[src/rtl/rv_mem_pkg.sv]
// Shared encodings and access-formatting helpers for the memory-access stage.
package rv_mem_pkg;

  typedef enum logic [2:0] {
    LNONE = 3'd0,
    LB    = 3'd1,
    LH    = 3'd2,
    LW    = 3'd3,
    LBU   = 3'd4,
    LHU   = 3'd5
  } load_t;

  typedef enum logic [1:0] {
    SNONE = 2'd0,
    SB    = 2'd1,
    SH    = 2'd2,
    SW    = 2'd3
  } store_t;

  typedef enum logic [1:0] {
    ST_IDLE = 2'd0,
    ST_REQ  = 2'd1,
    ST_RESP = 2'd2
  } state_t;

  // Natural alignment; a nonzero load code wins over any store code.
  // Unknown load codes are treated as word accesses.
  function automatic logic mem_aligned(logic [2:0] ld, store_t st, logic [1:0] off);
    if (ld != LNONE) begin
      case (ld)
        LB, LBU: return 1'b1;
        LH, LHU: return ~off[0];
        default: return (off == 2'b00);
      endcase
    end
    case (st)
      SH:      return ~off[0];
      SW:      return (off == 2'b00);
      default: return 1'b1;
    endcase
  endfunction

  // Byte enables for a store landing at byte offset off.
  function automatic logic [3:0] store_be(store_t st, logic [1:0] off);
    case (st)
      SB:      return 4'b0001 << off;
      SH:      return 4'b0011 << off;
      SW:      return 4'b1111;
      default: return 4'b0000;
    endcase
  endfunction

  // Store data replicated across every lane so the enables pick the right one.
  function automatic logic [31:0] store_wdata(store_t st, logic [31:0] rs2);
    case (st)
      SB:      return {4{rs2[7:0]}};
      SH:      return {2{rs2[15:0]}};
      default: return rs2;
    endcase
  endfunction

endpackage

[src/rtl/mem_access_load_formatter.sv]
// Extracts and extends the addressed byte/half/word from a read word.
module load_formatter
  import rv_mem_pkg::*;
(
  input  logic [31:0] rdata,
  input  logic [1:0]  offset,
  input  logic [2:0]  load_type,
  output logic [31:0] result
);

  logic [31:0] shifted;

  assign shifted = rdata >> {offset, 3'b000};

  // Sign- or zero-extend the low lane of the shifted word.
  always_comb begin
    result = rdata;
    case (load_type)
      LB:      result = {{24{shifted[7]}}, shifted[7:0]};
      LBU:     result = {24'b0, shifted[7:0]};
      LH:      result = {{16{shifted[15]}}, shifted[15:0]};
      LHU:     result = {16'b0, shifted[15:0]};
      default: result = rdata;
    endcase
  end

endmodule

[src/rtl/mem_access.sv]
// Memory-access stage: single-outstanding dmem bus master plus write-back bundle.
module mem_access
  import rv_mem_pkg::*;
#(
  parameter int ACK_TIMEOUT = 16
) (
  input  logic        clk,
  input  logic        rst,
  input  logic        in_valid,
  input  logic [31:0] alu_result,
  input  logic [31:0] rs2E,
  input  logic        write_regE,
  input  logic [2:0]  info_loadE,
  input  logic [1:0]  info_storeE,
  input  logic [4:0]  dstreg_addrE,
  output logic        stall,
  output logic        dmem_req,
  output logic        dmem_we,
  output logic [31:0] dmem_addr,
  output logic [31:0] dmem_wdata,
  output logic [3:0]  dmem_be,
  input  logic        dmem_ack,
  input  logic [31:0] dmem_rdata,
  output logic        wb_valid,
  output logic [31:0] wb_data,
  output logic        write_regM,
  output logic [4:0]  dstreg_addrM,
  output logic        misaligned_err,
  output logic        bus_err
);

  localparam int CW = $clog2(ACK_TIMEOUT + 1);

  state_t      state, state_d;
  store_t      st_in;
  logic        is_load, is_store, is_mem, aligned, timeout;
  logic        is_load_q, wreg_q;
  logic [2:0]  ld_q;
  logic [1:0]  off_q;
  logic [4:0]  rd_q;
  logic [31:0] alu_q;
  logic [31:0] ld_fmt;
  logic [CW-1:0] cnt;

  assign st_in    = store_t'(info_storeE);
  assign is_load  = (info_loadE != LNONE);
  assign is_store = ~is_load & (info_storeE != SNONE);
  assign is_mem   = is_load | is_store;
  assign aligned  = mem_aligned(info_loadE, st_in, alu_result[1:0]);
  // Counter holds the number of REQ cycles already spent without ack.
  assign timeout  = (cnt == CW'(ACK_TIMEOUT - 1));

  load_formatter u_fmt (
    .rdata     (dmem_rdata),
    .offset    (off_q),
    .load_type (ld_q),
    .result    (ld_fmt)
  );

  // State register.
  always_ff @(posedge clk or posedge rst) begin
    if (rst) state <= ST_IDLE;
    else     state <= state_d;
  end

  // Next state and upstream stall; stall covers the accept, REQ and RESP cycles.
  always_comb begin
    state_d = state;
    stall   = 1'b0;
    case (state)
      ST_IDLE: begin
        if (in_valid && is_mem && aligned) begin
          state_d = ST_REQ;
          stall   = 1'b1;
        end
      end
      ST_REQ: begin
        stall = 1'b1;
        // Ack wins over a simultaneous timeout.
        if (dmem_ack)     state_d = ST_RESP;
        else if (timeout) state_d = ST_IDLE;
      end
      ST_RESP: begin
        stall   = 1'b1;
        state_d = ST_IDLE;
      end
      default: state_d = ST_IDLE;
    endcase
  end

  // Bus request, latched op context and write-back bundle.
  always_ff @(posedge clk or posedge rst) begin
    if (rst) begin
      dmem_req       <= 1'b0;
      dmem_we        <= 1'b0;
      dmem_addr      <= '0;
      dmem_wdata     <= '0;
      dmem_be        <= '0;
      wb_valid       <= 1'b0;
      wb_data        <= '0;
      write_regM     <= 1'b0;
      dstreg_addrM   <= '0;
      misaligned_err <= 1'b0;
      bus_err        <= 1'b0;
      is_load_q      <= 1'b0;
      wreg_q         <= 1'b0;
      ld_q           <= '0;
      off_q          <= '0;
      rd_q           <= '0;
      alu_q          <= '0;
      cnt            <= '0;
    end else begin
      wb_valid       <= 1'b0;
      misaligned_err <= 1'b0;
      bus_err        <= 1'b0;
      case (state)
        ST_IDLE: begin
          if (in_valid) begin
            if (!is_mem) begin
              wb_valid     <= 1'b1;
              wb_data      <= alu_result;
              write_regM   <= write_regE;
              dstreg_addrM <= dstreg_addrE;
            end else if (!aligned) begin
              wb_valid       <= 1'b1;
              misaligned_err <= 1'b1;
              wb_data        <= alu_result;
              write_regM     <= 1'b0;
              dstreg_addrM   <= dstreg_addrE;
            end else begin
              dmem_req   <= 1'b1;
              dmem_we    <= is_store;
              dmem_addr  <= {alu_result[31:2], 2'b00};
              dmem_be    <= is_store ? store_be(st_in, alu_result[1:0]) : 4'b1111;
              dmem_wdata <= store_wdata(st_in, rs2E);
              is_load_q  <= is_load;
              wreg_q     <= write_regE;
              ld_q       <= info_loadE;
              off_q      <= alu_result[1:0];
              rd_q       <= dstreg_addrE;
              alu_q      <= alu_result;
              cnt        <= '0;
            end
          end
        end
        ST_REQ: begin
          cnt <= cnt + CW'(1);
          if (dmem_ack) begin
            dmem_req     <= 1'b0;
            wb_valid     <= 1'b1;
            wb_data      <= is_load_q ? ld_fmt : alu_q;
            write_regM   <= is_load_q & wreg_q;
            dstreg_addrM <= rd_q;
          end else if (timeout) begin
            dmem_req     <= 1'b0;
            wb_valid     <= 1'b1;
            bus_err      <= 1'b1;
            wb_data      <= alu_q;
            write_regM   <= 1'b0;
            dstreg_addrM <= rd_q;
          end
        end
        default: ;
      endcase
    end
  end

endmodule

[config.mk]
export PLATFORM = sky130hd
export DESIGN_NAME = mem_access
export DESIGN_NICKNAME = d
export VERILOG_FILES = /design/src/rtl/rv_mem_pkg.sv /design/src/rtl/mem_access_load_formatter.sv /design/src/rtl/mem_access.sv
export SDC_FILE = /design/constraint.sdc
export NUM_CORES = 1
export LEC_CHECK = 0
export CAP_MARGIN = 20
export CORE_ASPECT_RATIO = 1.2
export CORE_UTILIZATION = 58
export DETAILED_ROUTE_END_ITERATION = 10
export DONT_BUFFER_PORTS = 1
export GPL_TIMING_DRIVEN = 0
export PLACE_DENSITY = 0.73
export RECOVER_POWER = 50
export SLEW_MARGIN = 20
export SYNTH_ARGS = -nofsm -noshare
export SYNTH_HDL_FRONTEND = slang
export SYNTH_HIERARCHICAL = 1
export SYNTH_SLANG_ARGS = --single-unit
[constraint.sdc]
create_clock -name clk -period 3.85 [get_ports clk]
set_clock_uncertainty 0.2 [all_clocks]
set_input_delay 0.5775 -clock clk [delete_from_list [all_inputs] [get_ports clk]]
set_output_delay 0.5775 -clock clk [all_outputs]
set_load 0.05 [all_outputs]
==> results of run 1 <==
## per-layer routing
layer,GRT usage [%],part of all wire [%],vias up
li1,-,-,2899
met1,38.1,37,3116
met2,58.3,51,328
met3,11.7,10,46
met4,11.5,2.3,0
met5,0,0,-
## final cells by class
type | count | area [um^2]
Fill cell | 1081 | 4420
Multi-Input combinational cell | 585 | 3680
Sequential cell | 128 | 3200
Buffer | 93 | 439
Clock buffer | 17 | 425
Tap cell | 164 | 205
Clock inverter | 15 | 150
Inverter | 17 | 65.1
Timing Repair Buffer | 5 | 27.5
## cells in the final DEF, fill, tap and decap left out, types with 3 or more instances in the layout
cell         n
nand2_1    188
dfrtp_1    128
clkbuf_1    66
nor2_1      45
mux2_2      43
o21ai_0     43
mux2i_1     43
a21oi_1     38
o211ai_1    20
a21o_1      17
clkbuf_16   17
nand3_1     16
inv_1       15
a22oi_1     15
buf_2       14
nand3b_1    12
nor3b_1     11
a31oi_1     10
ha_1        10
a221o_1      8
buf_6        8
o221a_2      7
o2111ai_1    7
o21a_1       5
inv_6        5
o21ai_1      4
a22o_1       3
or3_1        3
buf_4        3
clkbuf_2     3
buf_1        3
o22a_1       3
a211oi_1     3
inv_8        3
## what timing repair did
action | 4_1_cts | 5_1_grt
hold buffers | 1 | 0
pin swaps | 0 | 0
gates resized for setup | 1 | 3
hold endpoints to repair | 11 | 0
setup endpoints to repair | 1 | 1
gates cloned | 0 | 0
## worst max-delay path, cell delays in order (launching register included)
cell,delay (ps)
dfrtp_1,400
inv_1,100
ha_1,140
clkbuf_1,320
nand2_1,220
nor3_2,400
clkbuf_2,350
nor2_1,110
nor2_4,300
## logic make-up after synthesis
family                     after synthesis  synth area share [%]
and+or+nand+nor                        291                  17.2
AOI/OAI and AO/OA                      194                  17.5
DFF                                    128                  42.8
buffers and inverters                  110                  8.21
muxes                                   87                  12.5
adders and majority gates               10                  1.67
other                                    1                0.0501
xor gates and xnor gates                 1                 0.117
## worst paths after layout
kind / end / slack [ps] / depth (start not counted)
setup / recovery: stall / 300 / 8
hold / removal: alu_q[20] / 60 / 2
setup reg to reg: wb_data[9] / 920 / 7
hold reg to reg: rd_q[4] / 270 / 2
max in group asynchronous: alu_q[21] / 840 / 4
min in group asynchronous: dmem_be[3] / 440 / 2
## report_power, final
part / internal (mW) / leakage [nW] / switching [mW] / total, mW
combinational: 1.37 / 1.97 / 2.46 / 3.83
sequential: 1.96 / 1.56 / 1.90 / 3.86
clock: 0.910 / 0.281 / 0.663 / 1.57
## through the flow
step                      power, mW  area, um^2  worst slack (ps)  instances  setup TNS [ps]
after floorplan                6.91        7490               430        823               0
after global placement         7.67        7700              -114        987            -114
after detailed placement       7.81        7790              -104        991            -104
after CTS                      9.40        8380              8.42       1024               0
after global routing           9.70        8200              89.5       1024               0
final                          9.26        8200               305       1024               0
## sequential cells by signal (all words and copies together) (netlist names)
register / flops
wb_valid: 1
ld_q: 3
dmem_be: 4
dstreg_addrM: 5
cnt: 5
misaligned_err: 1
dmem_req: 1
state: 2
bus_err: 1
rd_q: 5
wreg_q: 1
off_q: 1
wb_data: 32
dmem_we: 1
is_load_q: 1
alu_q: 31
dmem_wdata: 32
write_regM: 1
==> results.cfg, run 1 <==
[outcome]
status = complete, but fails checks
violations = max-capacitance violations, max-slew violations

[yosys]
synth.most_common_cell = nand2_1
synth_commonest_cells = 188 x nand2_1, 128 x dfrtp_1, 46 x nor2_1
yosysTopAreaCell = dfrtp_1
syn_area_um2 = 7490
synth.avg_cell_area_um2 = 9.11
synth_seq_cells = 128
synth_top_cell_area_share_pct = 42.8
ys_warn_count = 6
yosysSeqAreaShare_pct = 42.8
ys_async_sr_fraction_pct = 100
synth_flop_cell = dfrtp_1
syn-instance-count = 822
synthTopCellsByArea = dfrtp_1 43%, nand2_1 9.4%, mux2_2 6.5%
synth_cell_types = 53
synth_edf_count = 0

[timing]
hold_viol = 0
relSlewSlack_pct = -26.5
worstMarginPinSlew_ps = 1900
hold_ws_ps = 64.2
fmax_ghz = 0.282
drv_slew = 36
grt_setup_unrepaired = false
period_needed_ps = 3550
fin_crit_sh_pct = 92.1
setup_violations = 0

[worst_setup_path]
crit_type = register to output port
start_kind = register
crit_fanout = 10
startpoint = state[1]
worst_ep_required_time_ps = 3070
critPathCaptureType = output port
regToRegStartpoint = state[1]
cp.arrival_ps = 2770

[layout]
layout-drive-gt1-share_pct = 14.0
layout.nets = 968
diodes = 0
area_growth_pct = 9.48
final_util_pct = 65.0

[clock_network]
cts_tree = done
clk_latency_ps = 420
clk_path_buf_depth = 2
numCtsBuffers = 17
cts_setup_buffers = 0
htree_num_levels = 4
cts_root_buffer = clkbuf_16
clock_sinks = 128
clk_pin_slew_ps = 60

[detailed_routing]
avgRoutedWirePerCell_um = 21.6
firstDrtPassIters = 5
dr.first_iter.drc_count = 523
vias = 6389
final_antenna_net_count = 0
drc = 0
drt_wl_total_um = 22200
post_drt_via_cell_ratio = 6.24

[floorplanning]
die_width_um = 106
die-area_um2 = 13400
initial_core_util_pct = 59.4
fp-row-count = 45
die_h_um = 126
io_pins = 223
core_area_um2 = 12600

[power_and_ir_drop]
peakVddDrop_v = 0.000495
powerDensity_nw_per_um2 = 1130
p_leak_nw = 3.81

[global_routing]
antenna_found_initial = 0
grt_start_max_net_pins = 36
grt.total_usage_pct = 33.5
grt_remaining_overflow = 0
grt_pass1_wl_um = 34300
grt_pass1_vias = 6315

[placed_design]
routabilityCongestion = 0.926
portBuffers = 0
dpl.hpwl_um = 16700

[worst_hold_path]
hp-start = alu_result[20]
hold_class = input port to register

[job]
maxCapViolCount = 1
No activity file was read; power rests on OpenSTA's default activity.
==> inputs of run 2 (changes only) <==
Settings changed: CORE_ASPECT_RATIO 1.2 to 1.25, SKIP_CTS_REPAIR_TIMING from default to 1.
==> run 2 against run 1 <==
Compared with the run above: the run still ends with max-capacitance violations, max-slew violations left; sequential share of layout area about the same; final cell count increased by 0.39%; non-clock buffer count unchanged; sequential power about the same; via count about the same; core utilization decreased by 0.21 points; register-to-register slack improved by 90 ps; die area about the same; critical path type unchanged.
==> results.cfg, run 2 (same netlist as run 1, synthesis figures left out) <==
[job]
maxCapViolCount = 2

[power_and_ir_drop]
p_leak_nw = 3.81
powerDensity_nw_per_um2 = 1130
peakVddDrop_v = 0.000606

[timing]
fin_crit_sh_pct = 94.7
fin_tns_setup_ps = 0
drv_slew = 69
worstMarginPinSlew_ps = 1890
period_needed_ps = 3640
grt_setup_unrepaired = false
setup_violations = 0
hold_viol = 0
fmax_ghz = 0.274
relSlewSlack_pct = -25.7

[layout]
layout.nets = 968
stdcell_count = 1028
seq_area_um2 = 3200
reg.largest.list = dmem_wdata x32, wb_data x32, alu_q x31
layout-drive-gt1-share_pct = 14.0
multi_input_area_um2 = 3680
final_cell_mix = 188 x nand2_1, 128 x dfrtp_1, 66 x clkbuf_1
area_growth_pct = 9.56
diodes = 0
fillers = 1080
final_common_cell = nand2_1
final_area_um2 = 8200

[clock_network]
cts_tree = done
clk_latency_ps = 410
clk_pin_slew_ps = 60
htree_num_levels = 4
clk_path_buf_depth = 2
clock_sinks = 128
numCtsBuffers = 17
cts_root_buffer = clkbuf_16

[worst_setup_path]
rr_worst_depth = 9
worst_ep_required_time_ps = 3070
start_kind = register
cp.arrival_ps = 2870
crit_fanout = 10
startpoint = state[1]
critPathCaptureType = output port
crit_type = register to output port
regToRegStartpoint = state[1]

[detailed_routing]
firstDrtPassIters = 5
post_drt_via_cell_ratio = 6.21
vias = 6388
dr.first_iter.drc_count = 393
drt_wl_total_um = 22300
drc = 0
avgRoutedWirePerCell_um = 21.7
final_antenna_net_count = 0

[placed_design]
placed_cells = 995
portBuffers = 0
dpl.hpwl_um = 16400
routabilityCongestion = 0.923
place_area_um2 = 7780

[worst_hold_path]
hp-start = dstreg_addrE[4]
hold_depth = 2
hold_class = input port to register

[global_routing]
antenna_found_initial = 0
grt_pass1_vias = 6413
grt_start_max_net_pins = 35
grt_pass1_wl_um = 34400
grt.total_usage_pct = 33.5
grt_remaining_overflow = 0

[floorplanning]
initial_core_util_pct = 59.1
die-area_um2 = 13400
fp-row-count = 46
io_pins = 223
core_area_um2 = 12700
die_width_um = 104
die_h_um = 129

[outcome]
violations = max-capacitance violations, max-slew violations
status = complete, but fails checks
==> run 2: cell count changes in the layout (fill, tap and decap cells not counted) <==
cell,before,now
nor2_4,2,1
nor2_2,0,1
nor3_2,2,1
nor3_4,0,1
==> run 2: cell type report <==
class | count | area share [%]
repair buffers | 5 | 0.336
well taps | 168 | 2.56
clock inverters | 15 | 1.83
plain buffers | 93 | 5.35
inverters | 17 | 0.793
clock buffers | 17 | 5.19
flip-flops and latches | 128 | 39.0
multi-input cells | 585 | 44.9
==> run 2: layer usage <==
layer  share of wire [%]  vias up  global-route usage [%]
met2                  49      301                    55.7
met3                 8.9       54                    11.7
met4                 3.9        0                    17.3
met1                  38     3143                    38.6
li1                    -     2890                       -
met5                   0        -                       0
==> run 2: path summary, 6_finish.rpt <==
kind | to | slack [ps]
max | stall | 210
min reg2reg | rd_q[4] | 270
min | rd_q[4] | 70
max reg2reg | wb_data[22] | 1010
max in group asynchronous | alu_q[12] | 640
min in group asynchronous | dmem_be[1] | 290
==> run 2: worst max-delay path, cell delays in order (launching register included) <==
cell and delay (ps):
dfrtp_1 400, inv_1 100, ha_1 140, clkbuf_1 340, nand2_1 250, nor3_4 360
clkbuf_2 320, nor2_1 90, nor2_2 450
==> run 2: metrics by stage <==
step	utilization [%]	setup WS, ps	power, mW	hold WS (ps)
after floorplan	-	430	6.91	240
after global placement	60.8	-156	7.66	253
after detailed placement	61.5	-171	7.81	150
after CTS	66.0	-310	9.42	-289
after global routing	64.8	16.7	9.74	54.1
final	64.8	205	9.28	68.3
==> run 2: power by group <==
group | total [mW] | leakage [nW] | switching (mW) | internal [mW]
logic | 3.84 | 1.97 | 2.47 | 1.37
clock network | 1.58 | 0.281 | 0.672 | 0.911
registers | 3.85 | 1.56 | 1.90 | 1.96
total | 9.28 | 3.81 | 5.04 | 4.24
